[src/rtl/err_event_log_if.sv]
// Ports of the error event logger: per-channel event strobes, FIFO read port
// and drop status. The logger is the slave; sources/consumer form the master.
interface err_event_log_if #(
  parameter int NUM_CH = 4,
  parameter int CODE_W = 4,
  parameter int DEPTH  = 8,
  parameter int TS_W   = 16,
  parameter int DROP_W = 16
);
  localparam int CH_W  = (NUM_CH > 1) ? $clog2(NUM_CH) : 1;
  localparam int ENT_W = TS_W + CH_W + CODE_W;
  localparam int LVL_W = $clog2(DEPTH) + 1;

  logic [NUM_CH-1:0]        ev_valid;
  logic [NUM_CH*CODE_W-1:0] ev_code;
  logic                     rd_valid;
  logic                     rd_ready;
  logic [ENT_W-1:0]         rd_data;
  logic [LVL_W-1:0]         level;
  logic [NUM_CH-1:0]        ovf_sticky;
  logic [DROP_W-1:0]        drop_cnt;
  logic                     clr;

  modport master (
    output ev_valid, ev_code, rd_ready, clr,
    input  rd_valid, rd_data, level, ovf_sticky, drop_cnt
  );

  modport slave (
    input  ev_valid, ev_code, rd_ready, clr,
    output rd_valid, rd_data, level, ovf_sticky, drop_cnt
  );
endinterface

[src/rtl/err_event_log.sv]
// Timestamped error event logger: per-channel holding slots, round-robin
// arbitration into an event FIFO, sticky per-channel drop flags and a drop counter.
module err_event_log #(
  parameter int NUM_CH = 4,
  parameter int CODE_W = 4,
  parameter int DEPTH  = 8,
  parameter int TS_W   = 16,
  parameter int DROP_W = 16
) (
  input  logic           clk,
  input  logic           arst_n,
  err_event_log_if.slave bus
);
  localparam int CH_W  = (NUM_CH > 1) ? $clog2(NUM_CH) : 1;
  localparam int ENT_W = TS_W + CH_W + CODE_W;
  localparam int AW    = $clog2(DEPTH);
  localparam int LVL_W = AW + 1;
  localparam int DC_W  = $clog2(NUM_CH + 1);

  logic [TS_W-1:0]   ts_r;
  logic [TS_W-1:0]   slot_ts_r   [NUM_CH];
  logic [CODE_W-1:0] slot_code_r [NUM_CH];
  logic [NUM_CH-1:0] slot_busy_r;
  logic [CH_W-1:0]   rr_ptr_r;
  logic [ENT_W-1:0]  mem_r [DEPTH];
  logic [AW-1:0]     wr_ptr_r;
  logic [AW-1:0]     rd_ptr_r;
  logic [LVL_W-1:0]  level_r;
  logic              rd_valid_r;
  logic [ENT_W-1:0]  rd_data_r;
  logic [NUM_CH-1:0] ovf_r;
  logic [DROP_W-1:0] drop_cnt_r;

  logic              pop_s;
  logic              space_s;
  logic              gnt_s;
  logic [CH_W-1:0]   gnt_idx_s;
  logic [CH_W-1:0]   cand_s;
  logic [CH_W-1:0]   rr_nxt_s;
  logic [NUM_CH-1:0] gnt_vec_s;
  logic [NUM_CH-1:0] load_vec_s;
  logic [NUM_CH-1:0] drop_vec_s;
  logic [ENT_W-1:0]  push_data_s;
  logic [ENT_W-1:0]  head_nxt_s;
  logic [LVL_W-1:0]  level_nxt_s;
  logic [LVL_W-1:0]  level_left_s;
  logic [AW-1:0]     rd_ptr_nxt_s;
  logic [DC_W-1:0]   drop_num_s;
  logic [DROP_W:0]   drop_sum_s;
  logic [DROP_W-1:0] drop_cnt_nxt_s;

  // FIFO space: a full FIFO still accepts a push when the head leaves this cycle
  always_comb begin
    pop_s   = rd_valid_r & bus.rd_ready;
    space_s = (level_r < LVL_W'(DEPTH)) | pop_s;
  end

  // Round-robin search starting at the channel after the last grant
  always_comb begin
    gnt_s     = 1'b0;
    gnt_idx_s = '0;
    cand_s    = '0;
    for (int i = 0; i < NUM_CH; i++) begin
      cand_s    = CH_W'((int'(rr_ptr_r) + i) % NUM_CH);
      gnt_idx_s = (!gnt_s && slot_busy_r[cand_s] && space_s) ? cand_s : gnt_idx_s;
      gnt_s     = gnt_s | (slot_busy_r[cand_s] & space_s);
    end
    rr_nxt_s    = (int'(gnt_idx_s) == NUM_CH - 1) ? '0 : gnt_idx_s + CH_W'(1);
    push_data_s = {slot_ts_r[gnt_idx_s], gnt_idx_s, slot_code_r[gnt_idx_s]};
  end

  // Slot load/drop decisions; a slot being granted this cycle can take a new event
  always_comb begin
    gnt_vec_s  = '0;
    load_vec_s = '0;
    drop_vec_s = '0;
    drop_num_s = '0;
    for (int i = 0; i < NUM_CH; i++) begin
      gnt_vec_s[i]  = gnt_s && (gnt_idx_s == CH_W'(i));
      load_vec_s[i] = bus.ev_valid[i] & (~slot_busy_r[i] | gnt_vec_s[i]);
      drop_vec_s[i] = bus.ev_valid[i] & slot_busy_r[i] & ~gnt_vec_s[i];
      drop_num_s    = drop_num_s + DC_W'(drop_vec_s[i]);
    end
    drop_sum_s     = {1'b0, drop_cnt_r} + (DROP_W + 1)'(drop_num_s);
    drop_cnt_nxt_s = drop_sum_s[DROP_W] ? '1 : drop_sum_s[DROP_W-1:0];
  end

  // Next occupancy and next head entry, so rd_data can be a plain register
  always_comb begin
    level_nxt_s  = level_r + LVL_W'(gnt_s) - LVL_W'(pop_s);
    level_left_s = level_r - LVL_W'(pop_s);
    rd_ptr_nxt_s = rd_ptr_r + AW'(pop_s);
    if (level_nxt_s == '0) begin
      head_nxt_s = '0;
    end else if (gnt_s && (level_left_s == '0)) begin
      head_nxt_s = push_data_s;
    end else begin
      head_nxt_s = mem_r[rd_ptr_nxt_s];
    end
  end

  // Timestamp counter and per-channel holding slots
  always_ff @(posedge clk or negedge arst_n) begin
    if (!arst_n) begin
      ts_r        <= '0;
      slot_busy_r <= '0;
      rr_ptr_r    <= '0;
      for (int i = 0; i < NUM_CH; i++) begin
        slot_ts_r[i]   <= '0;
        slot_code_r[i] <= '0;
      end
    end else begin
      ts_r        <= ts_r + TS_W'(1);
      slot_busy_r <= load_vec_s | (slot_busy_r & ~gnt_vec_s);
      rr_ptr_r    <= gnt_s ? rr_nxt_s : rr_ptr_r;
      for (int i = 0; i < NUM_CH; i++) begin
        if (load_vec_s[i]) begin
          slot_ts_r[i]   <= ts_r;
          slot_code_r[i] <= bus.ev_code[i*CODE_W +: CODE_W];
        end
      end
    end
  end

  // Event FIFO storage, pointers and registered head
  always_ff @(posedge clk or negedge arst_n) begin
    if (!arst_n) begin
      wr_ptr_r   <= '0;
      rd_ptr_r   <= '0;
      level_r    <= '0;
      rd_valid_r <= 1'b0;
      rd_data_r  <= '0;
      for (int i = 0; i < DEPTH; i++) begin
        mem_r[i] <= '0;
      end
    end else begin
      if (gnt_s) begin
        mem_r[wr_ptr_r] <= push_data_s;
        wr_ptr_r        <= wr_ptr_r + AW'(1);
      end
      rd_ptr_r   <= rd_ptr_nxt_s;
      level_r    <= level_nxt_s;
      rd_valid_r <= (level_nxt_s != '0);
      rd_data_r  <= head_nxt_s;
    end
  end

  // Drop status; clear wins over drops in the same cycle
  always_ff @(posedge clk or negedge arst_n) begin
    if (!arst_n) begin
      ovf_r      <= '0;
      drop_cnt_r <= '0;
    end else begin
      ovf_r      <= bus.clr ? '0 : (ovf_r | drop_vec_s);
      drop_cnt_r <= bus.clr ? '0 : drop_cnt_nxt_s;
    end
  end

  assign bus.rd_valid   = rd_valid_r;
  assign bus.rd_data    = rd_data_r;
  assign bus.level      = level_r;
  assign bus.ovf_sticky = ovf_r;
  assign bus.drop_cnt   = drop_cnt_r;
endmodule

[src/flat_wrapper.sv]
// flat-port wrapper written by rule: the top's interface ports become plain ports
module err_event_log_flat 
#(
  parameter int NUM_CH = 4,
  parameter int CODE_W = 4,
  parameter int DEPTH  = 8,
  parameter int TS_W   = 16,
  parameter int DROP_W = 16
)
  (clk, arst_n, bus_ev_valid, bus_ev_code, bus_rd_ready, bus_clr, bus_rd_valid, bus_rd_data, bus_level, bus_ovf_sticky, bus_drop_cnt);
  err_event_log_if #(.NUM_CH(NUM_CH), .CODE_W(CODE_W), .DEPTH(DEPTH), .TS_W(TS_W), .DROP_W(DROP_W)) bus_i ();
  input  logic clk;
  input  logic arst_n;
  input wire logic [$bits(bus_i.ev_valid)-1:0] bus_ev_valid;
  input wire logic [$bits(bus_i.ev_code)-1:0] bus_ev_code;
  input wire logic [$bits(bus_i.rd_ready)-1:0] bus_rd_ready;
  input wire logic [$bits(bus_i.clr)-1:0] bus_clr;
  output wire logic [$bits(bus_i.rd_valid)-1:0] bus_rd_valid;
  output wire logic [$bits(bus_i.rd_data)-1:0] bus_rd_data;
  output wire logic [$bits(bus_i.level)-1:0] bus_level;
  output wire logic [$bits(bus_i.ovf_sticky)-1:0] bus_ovf_sticky;
  output wire logic [$bits(bus_i.drop_cnt)-1:0] bus_drop_cnt;
  assign bus_i.ev_valid = bus_ev_valid;
  assign bus_i.ev_code = bus_ev_code;
  assign bus_i.rd_ready = bus_rd_ready;
  assign bus_i.clr = bus_clr;
  assign bus_rd_valid = bus_i.rd_valid;
  assign bus_rd_data = bus_i.rd_data;
  assign bus_level = bus_i.level;
  assign bus_ovf_sticky = bus_i.ovf_sticky;
  assign bus_drop_cnt = bus_i.drop_cnt;
  err_event_log #(.NUM_CH(NUM_CH), .CODE_W(CODE_W), .DEPTH(DEPTH), .TS_W(TS_W), .DROP_W(DROP_W)) u_core (.clk(clk), .arst_n(arst_n), .bus(bus_i));
endmodule
[config.mk]
export PLATFORM = sky130hd
export DESIGN_NAME = err_event_log_flat
export DESIGN_NICKNAME = d
export VERILOG_FILES = /design/src/rtl/err_event_log_if.sv /design/src/rtl/err_event_log.sv /design/src/flat_wrapper.sv
export SDC_FILE = /design/constraint.sdc
export NUM_CORES = 1
export LEC_CHECK = 0
export ABC_AREA = 1
export CORE_AREA = 4 4 117 230
export DETAILED_ROUTE_END_ITERATION = 8
export DIE_AREA = 0 0 121 234
export GPL_ROUTABILITY_DRIVEN = 0
export PLACE_DENSITY_LB_ADDON = 0.05
export SYNTH_ARGS = -nofsm -noshare
export SYNTH_HDL_FRONTEND = slang
export SYNTH_SLANG_ARGS = --single-unit
[constraint.sdc]
create_clock -name clk -period 8.2 [get_ports clk]
set_input_delay 1.64 -clock clk [delete_from_list [all_inputs] [get_ports clk]]
set_output_delay 1.64 -clock clk [all_outputs]
set_load 0.05 [all_outputs]
# Word-level counts from Yosys, hierarchy flattened
# Cells that the tools add are included.
[word_totals] ff_bits=331 in_bits=24 out_inout_bits=47 word_cells=143
[op_classes] n_addsub=14 magnitude_cmp=9 eq_ne=4 mux=30 bitwise=40 reduce_logical=20
[op_table] operator="176-bit bitwise mux" count=1
[op_table] operator="22-bit 2-to-1 mux" count=5
[op_table] operator="22-bit binary-select mux with 3-bit select" count=1
[op_table] operator="22-bit demux with 3-bit select" count=1
[op_table] operator="16-bit 2-to-1 mux" count=4
[op_table] operator="16-bit binary-select mux with 2-bit select" count=1
[op_table] operator="16-bit by 3-bit adder with 17-bit output" count=1
[op_table] operator="1-bit bitwise AND" count=17
[op_table] operator="16-bit by 1-bit adder with 16-bit output, second input constant" count=1
[op_table] operator="1-bit logical AND" count=13
[op_table] operator="2-bit by 3-bit less-than comparator with 1-bit output, second input constant" count=4
[op_table] operator="4-bit 2-to-1 mux" count=3
[op_table] operator="2-bit 2-to-1 mux" count=5
[op_table] operator="3-bit by 1-bit adder with 3-bit output" count=3
[op_table] operator="1-bit binary-select mux with 2-bit select" count=4
[op_table] operator="4-bit binary-select mux with 2-bit select" count=1
[op_table] operator="4-bit >= comparator, second input constant" count=2
[op_table] operator="4-bit logical NOT" count=2
[op_table] operator="1-bit inverter" count=8
[op_table] operator="3-bit inverter with 4-bit output" count=2
[op_table] operator="1-bit bitwise OR" count=8
[op_table] operator="4-bit bitwise OR" count=2
[op_table] operator="4-bit by 1-bit subtractor with 4-bit output" count=2
[op_table] operator="2-bit by 1-bit adder with 2-bit output, second input constant" count=2
[op_table] operator="16 further kinds" count=24

# Depth between registers and ports, before layout
# Gate-level depths: netlist of run 1.
[depth] ltp_word=20 mapped_depth=33 depth_no_buf=31

# Least setup slack after synthesis of run 1
# Ideal clock, no wire load.
[synth_timing] path_kind="in2reg" start="in bus_rd_ready" end="reg u_core.drop_cnt_r[14], in the netlist u_core.bus.drop_cnt[14]" setup_ps=63 arrival_time_ps=5557 required_ps=8137 slack_ps=2580 cell_stages=30 n_path_buf=2 cell_sequence="nand2_1 -> nand2_1 -> nand2_1 -> nor2_4 -> nand4_2 -> nor2_1 -> nor2_2 -> buf_6 -> buf_4 -> ha_1 -> nand2_1 -> nand3_1 -> inv_1 -> ha_1 -> inv_1 -> fa_1 -> inv_1 -> ha_1 -> inv_1 -> fa_1 -> o21ai_0 -> nand3_1 -> nand3b_1 -> nor3_1 -> nand2_1 -> inv_1 -> a21oi_1 -> o21ai_0 -> nand2_1 -> inv_1"
[synth_between] elab_chain_len=19 word_cells_on_any_way=45 classes_between="add/sub (4); eq/ne (3); mux (6); bitwise (17); reduce/logical (15)"
[synth_lines] item="start: declaration" line_no="flat_wrapper.sv:16" text="input wire logic [$bits(bus_i.rd_ready)-1:0] bus_rd_ready;"
[synth_lines] item="1-bit bitwise AND *" line_no="err_event_log.sv:54" text="pop_s = rd_valid_r & bus.rd_ready;"
[synth_lines] item="1-bit bitwise OR *" line_no="err_event_log.sv:55" text="space_s = (level_r < LVL_W'(DEPTH)) | pop_s;"
[synth_lines] item="1-bit bitwise AND" line_no="err_event_log.sv:66" text="gnt_s = gnt_s | (slot_busy_r[cand_s] & space_s);"
[synth_lines] item="1-bit logical NOT or 1-bit bitwise OR (tied branches)" line_no="err_event_log.sv:65, err_event_log.sv:66"
[synth_lines] item="1-bit logical AND (tied with other cells)" line_no="err_event_log.sv:65" text="gnt_idx_s = (!gnt_s && slot_busy_r[cand_s] && space_s) ? cand_s : gnt_idx_s;"
[synth_lines] item="1-bit logical AND or 1-bit logical NOT (tied branches)" line_no="err_event_log.sv:65"
[synth_lines] item="2-bit 2-to-1 mux or 1-bit logical AND (tied branches) (2 in series)" line_no="err_event_log.sv:65"
[synth_lines] item="2-bit 2-to-1 mux" line_no="err_event_log.sv:65"
[synth_lines] item="[... 2 more ...]"
[synth_lines] item="1-bit inverter" line_no="err_event_log.sv:81" text="drop_vec_s[i] = bus.ev_valid[i] & slot_busy_r[i] & ~gnt_vec_s[i];"
[synth_lines] item="1-bit bitwise AND" line_no="err_event_log.sv:81"
[synth_lines] item="1-bit by 1-bit adder with 2-bit output" line_no="err_event_log.sv:82" text="drop_num_s = drop_num_s + DC_W'(drop_vec_s[i]);"
[synth_lines] item="3-bit by 1-bit adder with 3-bit output" line_no="err_event_log.sv:82"
[synth_lines] item="3-bit by 1-bit adder with 3-bit output *" line_no="err_event_log.sv:82"
[synth_lines] item="16-bit by 3-bit adder with 17-bit output *" line_no="err_event_log.sv:84" text="drop_sum_s = {1'b0, drop_cnt_r} + (DROP_W + 1)'(drop_num_s);"
[synth_lines] item="16-bit 2-to-1 mux *" line_no="err_event_log.sv:85" text="drop_cnt_nxt_s = drop_sum_s[DROP_W] ? '1 : drop_sum_s[DROP_W-1:0];"
[synth_lines] item="16-bit 2-to-1 mux *" line_no="err_event_log.sv:155" text="drop_cnt_r <= bus.clr ? '0 : drop_cnt_nxt_s;"
[synth_lines] item="end signal: assignment" line_no="err_event_log.sv:155"
[synth_lines] item="end: declaration" line_no="err_event_log.sv:32" text="logic [DROP_W-1:0] drop_cnt_r;"
# Every way passes the cells marked *; elsewhere a longest branch is shown, timed or not.
# A chain may end at the register's enable or synchronous reset.

# Worst setup path after layout of run 1
[layout_timing] start="in bus_rd_ready" end="reg u_core.drop_cnt_r[15], in the netlist u_core.bus.drop_cnt[15]"
[layout_between] elab_chain_len=19 word_cells_on_any_way=45 classes_between="add/sub (4); eq/ne (3); mux (6); bitwise (17); reduce/logical (15)"
[layout_lines] item="1-bit bitwise AND *" line_no="err_event_log.sv:54"
[layout_lines] item="1-bit bitwise OR *" line_no="err_event_log.sv:55"
[layout_lines] item="1-bit bitwise AND" line_no="err_event_log.sv:66"
[layout_lines] item="1-bit logical NOT or 1-bit bitwise OR (tied branches)" line_no="err_event_log.sv:65, err_event_log.sv:66"
[layout_lines] item="1-bit logical AND (tied with other cells)" line_no="err_event_log.sv:65"
[layout_lines] item="1-bit logical AND or 1-bit logical NOT (tied branches)" line_no="err_event_log.sv:65"
[layout_lines] item="2-bit 2-to-1 mux or 1-bit logical AND (tied branches) (2 in series)" line_no="err_event_log.sv:65"
[layout_lines] item="2-bit 2-to-1 mux *" line_no="err_event_log.sv:65"
[layout_lines] item="named net u_core.gnt_idx_s[0]" line_no="err_event_log.sv:37" text="logic [CH_W-1:0] gnt_idx_s;"
[layout_lines] item="[... 2 more ...]"
[layout_lines] item="1-bit inverter" line_no="err_event_log.sv:81"
[layout_lines] item="1-bit bitwise AND" line_no="err_event_log.sv:81"
[layout_lines] item="1-bit by 1-bit adder with 2-bit output" line_no="err_event_log.sv:82"
[layout_lines] item="3-bit by 1-bit adder with 3-bit output" line_no="err_event_log.sv:82"
[layout_lines] item="3-bit by 1-bit adder with 3-bit output *" line_no="err_event_log.sv:82"
[layout_lines] item="16-bit by 3-bit adder with 17-bit output *" line_no="err_event_log.sv:84"
[layout_lines] item="16-bit 2-to-1 mux *" line_no="err_event_log.sv:85"
[layout_lines] item="16-bit 2-to-1 mux *" line_no="err_event_log.sv:155"
# The timed path passes the listed nets; every way through them passes the cells marked *.

==> metrics.txt, run 1 <==
crit start category input pin; Final Max Slew Viols 0; number of DRC violations after detailed routing 0; post-detailed-route count of antenna-violating nets 0; wire length of the first global-routing pass between 60 and 70 mm; number of primary I/O pins 71; worst flop-to-flop path startpoint u_core.rr_ptr_r[0]; Yosys top cell area share between 50% and 60%; Simple-Gate Fraction of Synth Area 26.2%; mean number of vias per cell around 5.6; critical path start-end classification in2reg; DP Wirelength approximately 25 mm; Max stage delay on crit path ~0.46 ns; slowest cell on the critical path clkdlybuf4s50_1; number of max-capacitance violations reported 0; number of buffers added on ports 70; initial antenna violation count 0; sequential share of the synthesized area 51.6%; grt ovf 0; Synth Area in XOR/XNOR between 1 and 1.5%; ys async rst share 100%; Hold Path Origin u_core.mem_r[85]; final layout net count slightly above 2k; clock tree from TritonCTS built; count leader, synth nand2_1; hold path endpoint u_core.mem_r[85]; number of synthesized flops with an enable pin 0; Synth top cells by count nand2_1 (735), dfrtp_1 (331), inv_1 (230); minimum setup slack among reg-to-reg paths ~2.7 ns; predominant post-synthesis flop cell dfrtp_1; via count of the first global-routing pass approximately 13k; final clock period utilization by the worst path 78.5%; per-cell routed wire length ~17 um; top post-synthesis cells by area dfrtp_1 (52%), nand2_1 (17%), inv_1 (5.4%), nand3_1 (4.5%), o21ai_0 (3.9%); postcts setup bufs 0; total core area between 20000 and 30000 sq um; count of vias placed by the detailed router about 13k; number of inserted diodes 0; Yosys cell types 32; maximum number of pins on one net before global-route repair 144; starting density of the core 63.9%; synth-to-layout area growth 11.7%; TritonCTS buffer count 30; die span in x between 100 and 150 um; compound-cell area share of the yosys netlist 7.63%; Synth Instances 2003; Clk Tree Root Cell clkbuf_16; actual slew at the worst max-slew pin roughly 1.1 ns; Syn Std Cell Area 16100 sq um; maximum root-to-sink buffer count 3; clk sinks ~330; CP Data Arrival Time 6.95 ns; number of fill cells in the layout 2039; main combinational cell family by area after synthesis simple AND/OR/NAND/NOR gates; type of the worst min-delay path reg2reg; Crit path top cell by count inv_1; result of the run complete, no violations; Yosys Warn Count 0; endpoint of the most critical register-to-register path u_core.bus.drop_cnt[15]; multiplexer share of the synthesized area under 10%; final setup fails 0; number of iterations in the first detailed-routing pass 5; tightest slew margin relative to the limit between 20% and 30%; Yosys reg bits ~330; cts hold-fix bufs 0; H-Tree Depth 1; Worst Hold Path Cells 2; setup repair after global routing missed its margin no; proportion of layout cells with a drive suffix above 1 about 6.6%; Iteration-0 DRC Markers approximately 1.2k; Vert. Die Dim ~230 um; clock latency on the worst-skew pair approximately 0.57 ns; count of standard-cell rows 82; largest fanout on the critical path 41; post-cts resize count 0; count of endpoints failing hold in the final timing report 0; path depth of the worst reg2reg path 31; library cell occupying the most area in the post-synthesis netlist dfrtp_1; net count after synthesis just over 2k; Synth Area in Adders under 10%; clock-pin slew on the worst setup and hold paths approximately 0.070 ns; synthesized area per cell 8.02 sq um; min Tclk post-route 6.44 ns; required time of the critical path 8.71 ns; overall global routing resource usage 29.4%; total negative slack for setup checks 0 ns; nature of the critical path endpoint flip-flop; worst-case clock skew approximately 0.012 ns; Max Clock Freq 0.155 GHz; Die Area roughly 28000 sq um; total wirelength of the detailed-routed design about 40 mm
==> registers in the layout, summed over array words and instances, names as in the netlist <==
register and count:
u_core.bus.rd_valid 1, u_core.slot_busy_r 4, u_core.ts_r 16, u_core.bus.ovf_sticky 4, u_core.bus.rd_data 22, u_core.slot_ts_r 64, u_core.rd_ptr_r 3, u_core.rr_ptr_r 2
u_core.wr_ptr_r 3, u_core.slot_code_r 16, u_core.bus.level 4, u_core.mem_r 176, u_core.bus.drop_cnt 16
==> worst max path at each step <==
stage	from	cells after the start	slack [ns]	to
after floorplan	bus_rd_ready	30	2.58	u_core.bus.drop_cnt[14]
after global placement	bus_rd_ready	27	1.32	u_core.bus.drop_cnt[15]
after detailed placement	bus_rd_ready	27	1.19	u_core.bus.drop_cnt[15]
after CTS	bus_rd_ready	27	1.76	u_core.bus.drop_cnt[15]
after global routing	bus_rd_ready	26	1.32	u_core.bus.drop_cnt[15]
final	bus_rd_ready	30	1.76	u_core.bus.drop_cnt[15]
==> stage by stage <==
| stage | area (sq um) | worst slack (ns) | utilization (%) | instances | hold slack (ns) |
|---|---|---|---|---|---|
| 2_1_floorplan | 16100 | 2.58 | - | 2003 | 0.448 |
| 3_3_place_gp | 16900 | 1.32 | 67.2 | 2325 | 0.460 |
| 3_5_place_dp | 16900 | 1.19 | 67.2 | 2325 | 0.464 |
| 4_1_cts | 17900 | 1.76 | 71.4 | 2381 | 0.482 |
| 5_1_grt | 17900 | 1.32 | 71.4 | 2381 | 0.497 |
| 6_report | 17900 | 1.76 | 71.4 | 2381 | 0.479 |
==> layer usage <==
metal / vias up / track usage, % / share of wire (%)
li1: 6279 / - / -
met1: 6421 / 37.3 / 39
met2: 467 / 51.7 / 52
met3: 98 / 3.07 / 6.2
met4: 0 / 11.5 / 3.3
met5: - / 0 / 0
==> area by class of cell <==
class	count	area, sq um	area share (%)
Multi-Input combinational cell	1334	6440	35.9
Tap cell	336	420	2.34
Timing Repair Buffer	90	868	4.84
Clock buffer	37	817	4.55
Inverter	234	881	4.91
Sequential cell	331	8280	46.2
Clock inverter	19	236	1.32
==> cell usage in the layout, fill, tap and decap left out, types with 27 or more instances in the layout <==
cell / synthesis / final
nand2_1: 735 / 735
clkbuf_16: 0 / 30
nand3_1: 144 / 144
inv_1: 230 / 230
o21ai_0: 124 / 124
nor2_1: 50 / 50
clkdlybuf4s50_1: 0 / 69
a21oi_1: 76 / 76
nand2_2: 27 / 27
mux2i_1: 44 / 44
dfrtp_1: 331 / 331
==> critical path, delay by kind of cell <==
kind | cells | cell delay, ns
compound gates | 1 | 0.24
simple gates | 15 | 2.27
fa+ha+maj | 5 | 1.41
buf+inv | 9 | 1.41
==> kinds of logic (layout without fill, tap and decap cells) <==
group	Yosys count	count (layout)
AND/OR/NAND/NOR	1002	1002
buffers and inverters	338	380
flip-flops	331	331
AO/OA/AOI/OAI	239	239
multiplexers	44	44
XOR/XNOR	27	27
adder cells (fa/ha/maj)	22	22
Power of run 1 is left out: the tool's default activity adds up to more than one toggle a clock period on the data nets, which glitch-free logic cannot reach.
==> run 2: changes to the inputs <==
--- a/config.mk
+++ b/config.mk
@@ -6,9 +6,9 @@
 export NUM_CORES = 1
 export LEC_CHECK = 0
 export ABC_AREA = 1
-export CORE_AREA = 4 4 117 230
+export CORE_AREA = 4 4 126 249
 export DETAILED_ROUTE_END_ITERATION = 8
-export DIE_AREA = 0 0 121 234
+export DIE_AREA = 0 0 130 253
 export GPL_ROUTABILITY_DRIVEN = 0
 export PLACE_DENSITY_LB_ADDON = 0.05
 export SYNTH_ARGS = -nofsm -noshare
==> constraint.sdc (replaced) <==
create_clock -name clk -period 5.56 [get_ports clk]
set_input_delay 1.112 -clock clk [delete_from_list [all_inputs] [get_ports clk]]
set_output_delay 1.112 -clock clk [all_outputs]
set_load 0.05 [all_outputs]
==> run 2 against run 1 <==
Final cell count grew 2.2%; hold slack got worse by 0.0011 ns; critical path depth up 1; highest routed layer unchanged; clock-buffer cell count grew 4; worst setup slack got worse by 1.2 ns; clock skew up 0.0047 ns; wire length grew 3.5%; global-route usage down 3.0 points; sequential share of layout area down 0.77 points; flip-flop and latch count unchanged; design area is 1.7% higher; via count fell by 2.1%.
==> metrics.txt, run 2 (synthesis gave the netlist of run 1 again) <==
result of the run complete, no violations; Clk Tree Root Cell clkbuf_16; min Tclk post-route around 5.0 ns; count of standard-cell rows 89 (+8.5%); Seq. cell area 8280 sq um (unchanged); die span in x 130 um (+7.4%); area of the multi-input gates 6440 sq um (+0.12%); setup repair after global routing missed its margin no; number of max-capacitance violations reported 0 (unchanged); flip-flop count of the largest register, all copies and words added 176 (unchanged); overall global routing resource usage 26.4% (-3.0 points); Die Area 32900 sq um (+16%); total wirelength of the detailed-routed design 42.4 mm (+3.5%); cts hold-fix bufs 0 (unchanged); final clock period utilization by the worst path around nine tenths; CP Data Arrival Time 5.47 ns (-1.48 ns); wire length of the first global-routing pass 68.8 mm (+3.9%); most common cell after layout, fill and taps aside nand2_1; mean number of vias per cell 5.34 (-4.2%); count of vias placed by the detailed router 13.0k (-2.1%); final-layout worst hold slack 0.478 ns (-0.00106 ns); clk sinks 331 (unchanged); required time of the critical path 6.02 ns (-2.69 ns); H-Tree Depth 1 (unchanged); total core area 29400 sq um (+17%); number of fill cells in the layout 2688 (+32%); worst-case clock skew 0.0165 ns (+0.00473 ns); final layout net count 2093 (+1.3%); grt ovf 0 (unchanged); Iteration-0 DRC Markers 1047 (-15%); critical path start-end classification in2reg; type of the worst min-delay path reg2reg; number of inserted diodes 0 (unchanged); clock tree from TritonCTS built; number of iterations in the first detailed-routing pass 6 (+1); Vert. Die Dim 253 um (+8.1%); number of buffers added on ports 70 (unchanged); largest fanout on the critical path 7 (-83%); most frequent cells in the layout nand2_1 (734), dfrtp_1 (331), inv_1 (230), nand3_1 (144), o21ai_0 (124); maximum number of pins on one net before global-route repair 126 (-13%); tightest slew margin relative to the limit 22.4% (-1.4 points); largest register by flop count u_core.mem_r; slowest cell on the critical path clkdlybuf4s50_1; global-route met2 utilization 47.8% (-3.9 points); nature of the critical path endpoint flip-flop; global-route met3 utilization 2.51% (-0.55 points); number of DRC violations after detailed routing 0 (unchanged); final setup fails 0 (unchanged); via count of the first global-routing pass 13.0k (+0.15%); count of endpoints failing hold in the final timing report 0 (unchanged); starting density of the core 54.6% (-9.3 points); per-cell routed wire length 17.4 um (+1.2%); Max stage delay on crit path 0.45 ns (about the same); Final Max Slew Viols 0 (unchanged); TritonCTS buffer count 30 (unchanged); crit start category input pin; clock latency on the worst-skew pair 0.58 ns (about the same); proportion of layout cells with a drive suffix above 1 7.73% (+1.1 points); global routing usage on met1 33.2% (-4.1 points); most utilized layer in the global route result met2; sum of buffers and inverters on the critical path 9 (unchanged); clock-pin slew on the worst setup and hold paths 0.06 ns (about the same); initial antenna violation count 0 (unchanged); maximum root-to-sink buffer count 3 (unchanged); Max Clock Freq about 0.2 GHz; Crit path top cell by count inv_1; Top delay family on crit path simple AND/OR/NAND/NOR gates; post-detailed-route count of antenna-violating nets 0 (unchanged); DP Wirelength 26.5 mm (+4.5%); actual slew at the worst max-slew pin 1.16 ns (+0.0213 ns); synth-to-layout area growth 13.6%; number of primary I/O pins 71 (unchanged)
## run 2: changes by cell type in the layout (fill, tap and decap cells not counted), sizes merged
cell,change
bufinv,+1
clkinv,-7
clkbuf,+4
buf,+26
clkinvlp,+1
## run 2: tightest hold or removal path: stages (launching register included)
cell and delay [ns]:
dfrtp_1 0.34, nand2_1 0.05, nand2_1 0.05
## run 2: area by class of cell
type                            instances  share of cell area [%]
Sequential cell                       331                    45.4
Multi-Input combinational cell       1334                    35.3
Timing Repair Buffer                  116                    5.97
Inverter                              234                    4.83
Clock buffer                           41                    4.67
Tap cell                              364                    2.50
Clock inverter                         14                    1.33
## run 2: layer usage
layer  up-vias  part of all wire (%)
met5         -                     0
met3        82                   4.3
met1      6259                    40
met2       323                    53
met4         0                   2.4
li1       6329                     -
## run 2: repair_timing
action / 4_1_cts / 5_1_grt
setup buffers: 0 / 0
endpoints found under the setup margin: 0 / 1
resized for setup: 0 / 2
## run 2: worst paths after layout
check	slack, ns	from	cells past startpoint	end
worst min register to register	0.48	u_core.mem_r[113]	2	u_core.mem_r[113]
max in group asynchronous	3.72	arst_n	2	u_core.slot_ts_r[17]
worst min-delay path	0.48	u_core.mem_r[113]	2	u_core.mem_r[113]
worst max-delay path	0.55	bus_rd_ready	31	u_core.bus.drop_cnt[14]
worst max register to register	0.91	u_core.rr_ptr_r[0]	30	u_core.bus.drop_cnt[14]
min in group asynchronous	0.59	arst_n	1	u_core.mem_r[20]
## run 2: stage by stage
step	setup TNS, ns	instance area (sq um)	worst slack, ns	utilization (%)	instances
floorplan	0	16100	0.468	-	2003
global placement	0	17100	0.00371	58.3	2379
detailed placement	-0.482	17100	-0.0951	58.3	2379
CTS	0	18200	0.494	62.0	2434
global route	0	18200	0.0635	62.1	2434
finish	0	18200	0.553	62.1	2434
Power of run 2 is left out for the same reason.
==> run 3: changes to the inputs <==
--- a/config.mk
+++ b/config.mk
@@ -6,9 +6,9 @@
 export NUM_CORES = 1
 export LEC_CHECK = 0
 export ABC_AREA = 1
-export CORE_AREA = 4 4 126 249
+export CORE_AREA = 10 10 132 255
 export DETAILED_ROUTE_END_ITERATION = 8
-export DIE_AREA = 0 0 130 253
+export DIE_AREA = 0 0 142 265
 export GPL_ROUTABILITY_DRIVEN = 0
 export PLACE_DENSITY_LB_ADDON = 0.05
 export SYNTH_ARGS = -nofsm -noshare
==> run 3 against run 2 <==
Critical endpoint is now u_core.bus.drop_cnt[8]; flip-flop and latch count stayed put; global-route usage fell by 3.2 points; worst setup slack got worse by 0.099 ns; utilization fell by 0.49 points; die area up 14%; sequential share of layout area rose by 0.36 points; clock-buffer cell count rose by 3; wire length is 2.2% higher.
==> metrics.txt, run 3 (synthesis gave the netlist of run 1 again) <==
result of the run complete, no violations; mean number of vias per cell 5.37 (+0.59%); number of buffers added on ports 70 (unchanged); largest register by flop count u_core.mem_r; worst-case clock skew 0.0180 ns (+0.00150 ns); summed area of non-filler cells in the final layout 18100 sq um (-0.78%); H-Tree Depth 1 (unchanged); Max Clock Freq 0.196 GHz (-1.9%); wire length of the first global-routing pass 70.4 mm (+2.4%); Clk Tree Root Cell clkbuf_16; largest fanout on the critical path 8 (+1); clock-pin slew on the worst setup and hold paths 0.07 ns (about the same); final layout net count 2092 (-0.048%); per-cell routed wire length 17.8 um (+2.4%); count of endpoints failing hold in the final timing report 0 (unchanged); total negative slack for setup checks 0 ns (unchanged); via count of the first global-routing pass 13.2k (+1.6%); proportion of layout cells with a drive suffix above 1 7.31% (-0.42 points); number of DRC violations after detailed routing 0 (unchanged); number of inserted diodes 0 (unchanged); clock latency on the worst-skew pair 0.58 ns (about the same); flip-flop count of the largest register, all copies and words added 176 (unchanged); required time of the critical path 6.05 ns (+0.03 ns); clock tree from TritonCTS built; grt ovf 0 (unchanged); count of vias placed by the detailed router 13.0k (+0.42%); nature of the critical path endpoint flip-flop; maximum root-to-sink buffer count 3 (unchanged); number of placed cells counting well taps 2377 (-0.084%); min Tclk post-route 5.11 ns (+0.0987 ns); number of max-capacitance violations reported 0 (unchanged); post-cts resize count 0 (unchanged); post-detailed-route count of antenna-violating nets 0 (unchanged); TritonCTS buffer count 31 (+3.3%); initial antenna violation count 0 (unchanged); Final Max Slew Viols 0 (unchanged); starting density of the core 54.6% (unchanged); synth-to-layout area growth 12.7%; count of standard-cell rows 89 (unchanged); setup repair after global routing missed its margin no; most frequent cells in the layout nand2_1 (735), dfrtp_1 (331), inv_1 (230), nand3_1 (144), o21ai_0 (124); die span in x 142 um (+9.2%); number of iterations in the first detailed-routing pass 6 (unchanged); Iteration-0 DRC Markers 1131 (+8.0%); Layout Cells excl Fill 2430 (-0.16%); final setup fails 0 (unchanged); type of the worst min-delay path reg2reg; CP Data Arrival Time 5.60 ns (+0.13 ns); share of the core filled with cells 61.6% (-0.49 points); most common cell after layout, fill and taps aside nand2_1; total wirelength of the detailed-routed design 43.3 mm (+2.2%); maximum number of pins on one net before global-route repair 125 (-0.79%); global-route met2 utilization 40.6% (-7.2 points); total core area 29400 sq um (unchanged); cts hold-fix bufs 0 (unchanged); dpl cell area 17100 sq um (about the same); Vert. Die Dim 265 um (+4.7%); most utilized layer in the global route result met2; Die Area 37600 sq um (+14%); critical path start-end classification in2reg; tightest slew margin relative to the limit 24.6% (+2.2 points); global-route met3 utilization 2.90% (+0.39 points); postcts setup bufs 0 (unchanged); DP Wirelength 27.2 mm (+2.5%); global routing usage on met1 27.9% (-5.4 points); actual slew at the worst max-slew pin 1.13 ns (-0.0336 ns); final clock period utilization by the worst path 91.8% (+1.8 points); number of primary I/O pins 71 (unchanged); overall global routing resource usage 23.2% (-3.2 points); crit start category input pin; clk sinks 331 (unchanged)
run 3: changes by cell type in the layout (fill, tap and decap cells not counted), sizes merged:
cell	previous run	this run
clkinv	5	4
bufinv	6	1
inv	234	235
buf	47	45
clkbuf	41	44
run 3: metrics by stage:
step | hold WS, ns | setup WS [ns]
after floorplan | 0.448 | 0.468
after global placement | 0.461 | 0.0209
after detailed placement | 0.464 | -0.0612
after CTS | 0.482 | 0.451
after global routing | 0.495 | 0.0435
final | 0.478 | 0.454
run 3: path summary, 6_finish.rpt:
path | startpoint | end | slack, ns | cells after the start
min in group asynchronous | arst_n | u_core.mem_r[115] | 0.52 | 1
min | u_core.mem_r[39] | u_core.mem_r[39] | 0.48 | 2
max | bus_rd_ready | u_core.bus.drop_cnt[8] | 0.45 | 28
max in group asynchronous | arst_n | u_core.bus.rd_data[1] | 3.88 | 2
min reg2reg | u_core.mem_r[39] | u_core.mem_r[39] | 0.48 | 2
max reg2reg | u_core.rr_ptr_r[0] | u_core.bus.drop_cnt[8] | 0.83 | 28
run 3: worst max-delay path, stage by stage:
cell and delay [ns]:
clkdlybuf4s50_1 0.45, nand2_1 0.06, nand2_1 0.18, buf_4 0.16
nand3_1 0.12, nand4_2 0.14, nand2_2 0.07, nand2_2 0.09
inv_1 0.07, ha_1 0.19, nand2_1 0.08, nand3_1 0.07
inv_1 0.08, ha_1 0.23, inv_1 0.08, fa_1 0.42
inv_1 0.07, ha_1 0.16, inv_1 0.05, fa_1 0.40
o21ai_0 0.26, nand3_1 0.16, nor2_1 0.16, inv_1 0.08
nor3_1 0.18, nand3_1 0.14, buf_4 0.19, a31oi_1 0.15
run 3: layout make-up:
| type | count | area, sq um |
|---|---|---|
| Fill cell | 2672 | 11300 |
| Sequential cell | 331 | 8280 |
| Multi-Input combinational cell | 1334 | 6440 |
| Timing Repair Buffer | 114 | 1090 |
| Inverter | 234 | 881 |
| Clock buffer | 44 | 875 |
| Tap cell | 364 | 455 |
| Clock inverter | 9 | 87.6 |
run 3: per-layer routing:
metal / routed length, um / up-vias / share of wire [%]
li1: - / 6321 / -
met1: 17200 / 6235 / 40
met2: 22400 / 387 / 52
met3: 2260 / 105 / 5.2
met4: 1490 / 0 / 3.4
met5: 0 / - / 0
Power of run 3 is left out for the same reason.
